`src/rtl/jtag_tap_pkg.sv`:
```
// Shared TAP definitions: the state encoding, the instruction register width,
// the opcodes and the IR capture pattern.
package jtag_tap_pkg;

  localparam int unsigned IR_W = 4;

  typedef enum logic [3:0] {
    ST_TLR   = 4'h0,
    ST_RTI   = 4'h1,
    ST_SELDR = 4'h2,
    ST_CAPDR = 4'h3,
    ST_SHDR  = 4'h4,
    ST_EX1DR = 4'h5,
    ST_PDR   = 4'h6,
    ST_EX2DR = 4'h7,
    ST_UPDR  = 4'h8,
    ST_SELIR = 4'h9,
    ST_CAPIR = 4'hA,
    ST_SHIR  = 4'hB,
    ST_EX1IR = 4'hC,
    ST_PIR   = 4'hD,
    ST_EX2IR = 4'hE,
    ST_UPIR  = 4'hF
  } tap_state_e;

  localparam logic [IR_W-1:0] IR_EXTEST         = 4'b0000;
  localparam logic [IR_W-1:0] IR_SAMPLE_PRELOAD = 4'b0001;
  localparam logic [IR_W-1:0] IR_IDCODE         = 4'b0010;
  localparam logic [IR_W-1:0] IR_USERCODE       = 4'b0011;
  localparam logic [IR_W-1:0] IR_DEBUG          = 4'b1000;
  localparam logic [IR_W-1:0] IR_BYPASS         = 4'b1111;

  localparam logic [IR_W-1:0] IR_CAPTURE        = 4'b0101;

endpackage

```
`src/rtl/universal_jtag_tap_core.sv`:
```
// IEEE 1149.1-style TAP controller: 16-state FSM, 4-bit IR, IDCODE/USERCODE/BYPASS
// data registers and an external DEBUG chain whose serial output is muxed onto TDO.
module universal_jtag_tap_core
  import jtag_tap_pkg::*;
#(
  parameter              TECHNOLOGY    = "Generic",
  parameter logic [31:0] JTAG_IDCODE   = 32'h0000_0DDD,
  parameter logic [31:0] JTAG_USERCODE = 32'h0000_0000
) (
  input  logic jtag_tck,
  input  logic jtag_trstn,
  input  logic power_on_resetn,
  input  logic jtag_tms,
  input  logic jtag_tdi,
  output logic jtag_tdo,
  output logic jtag_tdo_oe,
  output logic tap_tck,
  output logic tap_TestLogicReset,
  output logic tap_CaptureDR,
  output logic tap_ShiftDR,
  output logic tap_PauseDR,
  output logic tap_UpdateDR,
  output logic dbg_sel,
  output logic dbg_tdi,
  input  logic dbg_tdo
);

  logic            rst_n;
  tap_state_e      state_q, state_d;
  logic [IR_W-1:0] ir_q, ir_d;
  logic [IR_W-1:0] ir_sr_q, ir_sr_d;
  logic [31:0]     idcode_sr_q, idcode_sr_d;
  logic [31:0]     usercode_sr_q, usercode_sr_d;
  logic            bypass_q, bypass_d;
  logic            tdo_q, tdo_d;
  logic            tdo_oe_q, tdo_oe_d;

  assign rst_n = jtag_trstn & power_on_resetn;

  // Only the generic cell exists; any other selection falls back to a pass-through.
  if (TECHNOLOGY == "Generic") begin : g_tck_generic
    assign tap_tck = jtag_tck;
  end else begin : g_tck_fallback
    assign tap_tck = jtag_tck;
  end

  always_comb begin
    state_d = state_q;
    case (state_q)
      ST_TLR:   state_d = jtag_tms ? ST_TLR   : ST_RTI;
      ST_RTI:   state_d = jtag_tms ? ST_SELDR : ST_RTI;
      ST_SELDR: state_d = jtag_tms ? ST_SELIR : ST_CAPDR;
      ST_CAPDR: state_d = jtag_tms ? ST_EX1DR : ST_SHDR;
      ST_SHDR:  state_d = jtag_tms ? ST_EX1DR : ST_SHDR;
      ST_EX1DR: state_d = jtag_tms ? ST_UPDR  : ST_PDR;
      ST_PDR:   state_d = jtag_tms ? ST_EX2DR : ST_PDR;
      ST_EX2DR: state_d = jtag_tms ? ST_UPDR  : ST_SHDR;
      ST_UPDR:  state_d = jtag_tms ? ST_SELDR : ST_RTI;
      ST_SELIR: state_d = jtag_tms ? ST_TLR   : ST_CAPIR;
      ST_CAPIR: state_d = jtag_tms ? ST_EX1IR : ST_SHIR;
      ST_SHIR:  state_d = jtag_tms ? ST_EX1IR : ST_SHIR;
      ST_EX1IR: state_d = jtag_tms ? ST_UPIR  : ST_PIR;
      ST_PIR:   state_d = jtag_tms ? ST_EX2IR : ST_PIR;
      ST_EX2IR: state_d = jtag_tms ? ST_UPIR  : ST_SHIR;
      ST_UPIR:  state_d = jtag_tms ? ST_SELDR : ST_RTI;
      default:  state_d = ST_TLR;
    endcase
  end

  always_comb begin
    ir_d          = ir_q;
    ir_sr_d       = ir_sr_q;
    idcode_sr_d   = idcode_sr_q;
    usercode_sr_d = usercode_sr_q;
    bypass_d      = bypass_q;
    case (state_q)
      ST_TLR:   ir_d    = IR_IDCODE;
      ST_CAPIR: ir_sr_d = IR_CAPTURE;
      ST_SHIR:  ir_sr_d = {jtag_tdi, ir_sr_q[IR_W-1:1]};
      ST_UPIR:  ir_d    = ir_sr_q;
      ST_CAPDR: begin
        idcode_sr_d   = JTAG_IDCODE;
        usercode_sr_d = JTAG_USERCODE;
        bypass_d      = 1'b0;
      end
      ST_SHDR: begin
        case (ir_q)
          IR_IDCODE:   idcode_sr_d   = {jtag_tdi, idcode_sr_q[31:1]};
          IR_USERCODE: usercode_sr_d = {jtag_tdi, usercode_sr_q[31:1]};
          IR_DEBUG:    ;
          default:     bypass_d      = jtag_tdi;
        endcase
      end
      default: ;
    endcase
  end

  // TDO holds its last value outside the shift states.
  always_comb begin
    tdo_d    = tdo_q;
    tdo_oe_d = (state_q == ST_SHIR) || (state_q == ST_SHDR);
    if (state_q == ST_SHIR) begin
      tdo_d = ir_sr_q[0];
    end else if (state_q == ST_SHDR) begin
      case (ir_q)
        IR_IDCODE:   tdo_d = idcode_sr_q[0];
        IR_USERCODE: tdo_d = usercode_sr_q[0];
        IR_DEBUG:    tdo_d = dbg_tdo;
        default:     tdo_d = bypass_q;
      endcase
    end
  end

  always_ff @(posedge jtag_tck) begin
    if (!rst_n) begin
      state_q       <= ST_TLR;
      ir_q          <= IR_IDCODE;
      ir_sr_q       <= '0;
      idcode_sr_q   <= '0;
      usercode_sr_q <= '0;
      bypass_q      <= 1'b0;
    end else begin
      state_q       <= state_d;
      ir_q          <= ir_d;
      ir_sr_q       <= ir_sr_d;
      idcode_sr_q   <= idcode_sr_d;
      usercode_sr_q <= usercode_sr_d;
      bypass_q      <= bypass_d;
    end
  end

  always_ff @(negedge jtag_tck) begin
    if (!rst_n) begin
      tdo_q    <= 1'b0;
      tdo_oe_q <= 1'b0;
    end else begin
      tdo_q    <= tdo_d;
      tdo_oe_q <= tdo_oe_d;
    end
  end

  assign jtag_tdo           = tdo_q;
  assign jtag_tdo_oe        = tdo_oe_q;
  assign tap_TestLogicReset = (state_q == ST_TLR);
  assign tap_CaptureDR      = (state_q == ST_CAPDR);
  assign tap_ShiftDR        = (state_q == ST_SHDR);
  assign tap_PauseDR        = (state_q == ST_PDR);
  assign tap_UpdateDR       = (state_q == ST_UPDR);
  assign dbg_sel            = (ir_q == IR_DEBUG);
  assign dbg_tdi            = jtag_tdi;

endmodule

```
`config.mk`:
```
export PLATFORM = sky130hd
export DESIGN_NAME = universal_jtag_tap_core
export DESIGN_NICKNAME = d
export VERILOG_FILES = /design/src/rtl/jtag_tap_pkg.sv /design/src/rtl/universal_jtag_tap_core.sv
export SDC_FILE = /design/constraint.sdc
export NUM_CORES = 1
export LEC_CHECK = 0
export ABC_AREA = 1
export CAP_MARGIN = 20
export CORE_MARGIN = 2
export CORE_UTILIZATION = 54
export DETAILED_ROUTE_END_ITERATION = 8
export PLACE_DENSITY = 0.75
export SLEW_MARGIN = 20
export SYNTH_ARGS = -nofsm -noshare
export SYNTH_HDL_FRONTEND = slang
export SYNTH_SLANG_ARGS = --single-unit
```
`constraint.sdc`:
```
create_clock -name jtag_tck -period 1.3 [get_ports jtag_tck]
set_input_delay 0.13 -clock jtag_tck [delete_from_list [all_inputs] [get_ports jtag_tck]]
set_output_delay 0.13 -clock jtag_tck [all_outputs]
set_load 0.02 [all_outputs]
```
==> Word level (Yosys, flattened, before mapping) <==
Cells that the tools add are included.
Widths: inputs -> output; s select.
{ "totals": {"inputBits": 6, "word_cells": 67, "regBits": 79, "out_inout_bits": 10} }
{ "op_classes": {"n_bitwise": 1, "n_eq_ne": 21, "n_reduce_logical": 13, "mux": 24} }
{ "ops": {"columns": ["cell", "count"], "rows": [
  ["$pmux 32 s2", 2],
  ["$mux 32", 2],
  ["$pmux 4 s12", 1],
  ["$eq 4x4->1 const B", 9],
  ["$eq 4x2->1 const B", 4],
  ["$eq 4x3->1 const B", 4],
  ["$mux 4", 4],
  ["$pmux 4 s2", 2],
  ["$reduce_bool 2->1", 4],
  ["$mux 1", 6],
  ["$mux 2", 3],
  ["$mux 3", 2],
  ["$reduce_and 2->1", 3],
  ["$reduce_or 3->1", 2],
  ["$eq 4x1->1 const B", 1],
  ["$logic_not 4->1", 1],
  ["$ne 2x1->1 const B", 2],
  ["$reduce_or 2->1", 2],
  ["$pmux 1 s3", 1],
  ["$ne 2x2->1 const B", 1],
  ["$pmux 1 s2", 1],
  ["$and 1x1->1", 1],
  ["$logic_or 1x1->1", 1]
]} }

==> Logic depth before layout (Yosys ltp) <==
{ "depth": {"word_depth": 4, "depth_mapped": 9, "ltp_nobuf": 9} }

==> results by group <==
Run status
  • Outcome: complete, but fails checks
  • Violated checks: setup timing

GRT
  • GR Util All Layers: 0.308
  • First-pass GRT wire length: 17600 um
  • Largest net degree at the start of global routing: 54
  • Global route overflow: 0
  • Antenna violations before repair: 0
  • Vias in the first global route: 3723

STA
  • Ratio of final minimum period to clock period: 1.38
  • Worst Skew: 55.4 ps
  • Final Hold Fails: 0
  • Fmax: about 560 MHz
  • Slew Limit Headroom: 0.762
  • Final WS setup: -492 ps
  • Min Clock Period, post-route: roughly 1800 ps
  • Fin Setup TNS: -28370 ps
  • Final setup violation count: 79
  • RSZ-0062 raised after global routing: true
  • Final slew viol count: 0
  • Slew @ Worst Pin: 354 ps

Die
  • Die width: 85.1 um
  • Height of the die: about 85 um
  • DIE AREA: 7230 um^2
  • Core Area: 6350 um^2
  • Rows: 29
  • Initial cell density of the core: 0.559
  • Io pins: 16

Critical path
  • Critical Path End Type: flop
  • CP max stage cell: dfxtp_4
  • Crit-path max FO: 8
  • WS Path Type: flop to flop
  • Worst Setup SP: state_q[0]
  • CP cell instances: nor2_4 -> inv_4 -> nor2_8 -> buf_8 -> buf_6 -> buf_6 -> nand3_4 -> nand2_8 -> buf_12 -> buf_12 -> o21ai_1 -> nor2_1
  • Cell family with most CP delay: simple AND/OR/NAND/NOR gates
  • Worst Path Arrival: 2210 ps
  • CP bufs+invs: 6
  • Startpoint types: flop
  • Largest stage delay, worst path: 370 ps
  • R2R Path Start: state_q[0]
  • Worst reg-to-reg setup slack: -490 ps
  • Worst EP required: 1720 ps

Power and ir drop
  • Pwr Total: 0.00519 W
  • Pwr Density: 966 nW/um^2
  • Peak supply drop: 1.22 mV
  • Leakage power: 2.49 nW

Routing
  • Average wire per standard cell: 19.0 um
  • Post-route ant nets: 0
  • Pre-Repair DR Iteration Count: 5
  • Wirelength, routed: roughly 12000 um
  • DRT iter0 DRCs: 205
  • Post-DR vias/cell: 5.95
  • Via count: 3659
  • Residual DRC count: 0

Logic synthesis
  • Area fraction in compound gates after synthesis: 0.238
  • Largest family of logic cells by synthesized area: compound AO/OA/AOI/OAI gates
  • Synth Area in Adders: 0
  • Sequential area share after synthesis: 0.446
  • Largest area contributor in the netlist: dfxtp_1
  • #FFs+latches synth: 79
  • Most common cell in the netlist: nor2_1
  • Syn_nets: 457
  • Async SR Flop Fraction: 0
  • Mux share of post-synthesis cell area: 0
  • Xor-xnor portion of the synthesized cell area: 0
  • Mapped Cells: 451
  • Synth top cells by count: 91 x nor2_1, 79 x dfxtp_1, 54 x a22oi_1
  • Mapped cell area: 3550 um^2
  • Ys Warns: 0
  • Netlist cell types: 29
  • Synth top area cells: dfxtp_1 45%, a22oi_1 11%, nor2_1 9.6%, o21ai_1 5.5%, nand2_1 4.7%
  • Synth top area share: 0.446
  • Synth Area in Simple Gates: 0.209
  • Synthesized area per cell: slightly below 8 um^2
  • Post-synth EDFFs: 0
  • Main synth FF type: dfxtp_1

Place
  • I/O Buffers: 15
  • Placer Congestion: around 0.87
  • Placed Cells: 550
  • Dpl hpwl: 4740 um

Cells and area
  • Diode count: 0
  • Area grow syn2layout: 51.4%
  • Core Util, Final: 0.846
  • Share of layout cells above drive strength 1: 0.463
  • Finished Layout Cells: 615
  • Layout Nets: 539

Hold path
  • Tightest Hold Check Type: input port to flop
  • Hold_sp: jtag_tdi

Clocking
  • Worst skew pair latency: between 500 and 600 ps
  • Worst-path clk slew: 90 ps
  • CTS tree: built

Flow run
  • Max cap viols: 0
metal layers:
layer | vias up | GRT usage | share of wire
met3 | 68 | 0.0905 | 0.049
met1 | 1742 | 0.347 | 0.38
li1 | 1692 | - | -
met2 | 157 | 0.529 | 0.51
met5 | - | 0 | 0
met4 | 0 | 0.150 | 0.055
stage by stage:
stage                     hold slack [ps]  setup slack, ps  cell area, um^2
after floorplan                       243             -430             3570
after global routing                  412             -545             5370
after global placement                455             -431             3960
after detailed placement              453             -436             3960
after CTS                             361             -441             5150
final                                 395             -492             5370
repair_timing:
action                                  4_1_cts  5_1_grt
gates cloned                                 10        1
endpoints found under the setup margin       79       84
pin swaps                                    39       42
resized for setup                           191       66
hold buffers                                  0        0
buffers inserted                             25       16
kinds of logic after synthesis:
family                 count (synthesis)
buffers and inverters                 68
DFF                                   79
and+or+nand+nor                      165
AOI/OAI and AO/OA                    139
state kept, by name (all words and copies together), names as in the netlist:
name,count
bypass_q,1
idcode_sr_q,32
ir_q,4
ir_sr_q,4
jtag_tdo,1
jtag_tdo_oe,1
state_q,4
usercode_sr_q,32
layout make-up:
cell class | instances | area [um^2]
well taps | 77 | 96.3
fillers | 305 | 978
flip-flops and latches | 79 | 1610
inverters | 32 | 143
multi-input cells | 307 | 2090
clock buffers | 13 | 170
clock inverters | 9 | 111
repair buffers | 98 | 1150
placed cells by master (no fill, tap or decap), types with 15 or more instances in the layout:
cell type	n
nand2_2	15
nor2_1	74
a22oi_2	36
nand2_1	27
o21ai_1	45
dfxtp_1	69
buf_6	29
buf_4	40
inv_1	19
a22oi_1	18
worst register-to-register path: cells and delay by family, from the launching register on:
family                 cells  cell delay [ps]
AO/OA/AOI/OAI              1               70
buffers and inverters      6              600
flip-flops                 1              370
AND/OR/NAND/NOR            5              680
report_power, final:
| group | internal, W | switching, W | total (W) |
|---|---|---|---|
| logic | 0.000135 | 0.000156 | 0.000291 |
| registers | 0.00242 | 0.0000104 | 0.00243 |
| clock network | 0.00133 | 0.00114 | 0.00247 |
| total | 0.00388 | 0.00131 | 0.00519 |
worst paths after layout:
path,to,depth (start not counted)
max,idcode_sr_q[26],12
min,ir_sr_q[3],4
max reg2reg,idcode_sr_q[26],12
min reg2reg,idcode_sr_q[12],2
No activity file was read; power rests on OpenSTA's default activity.
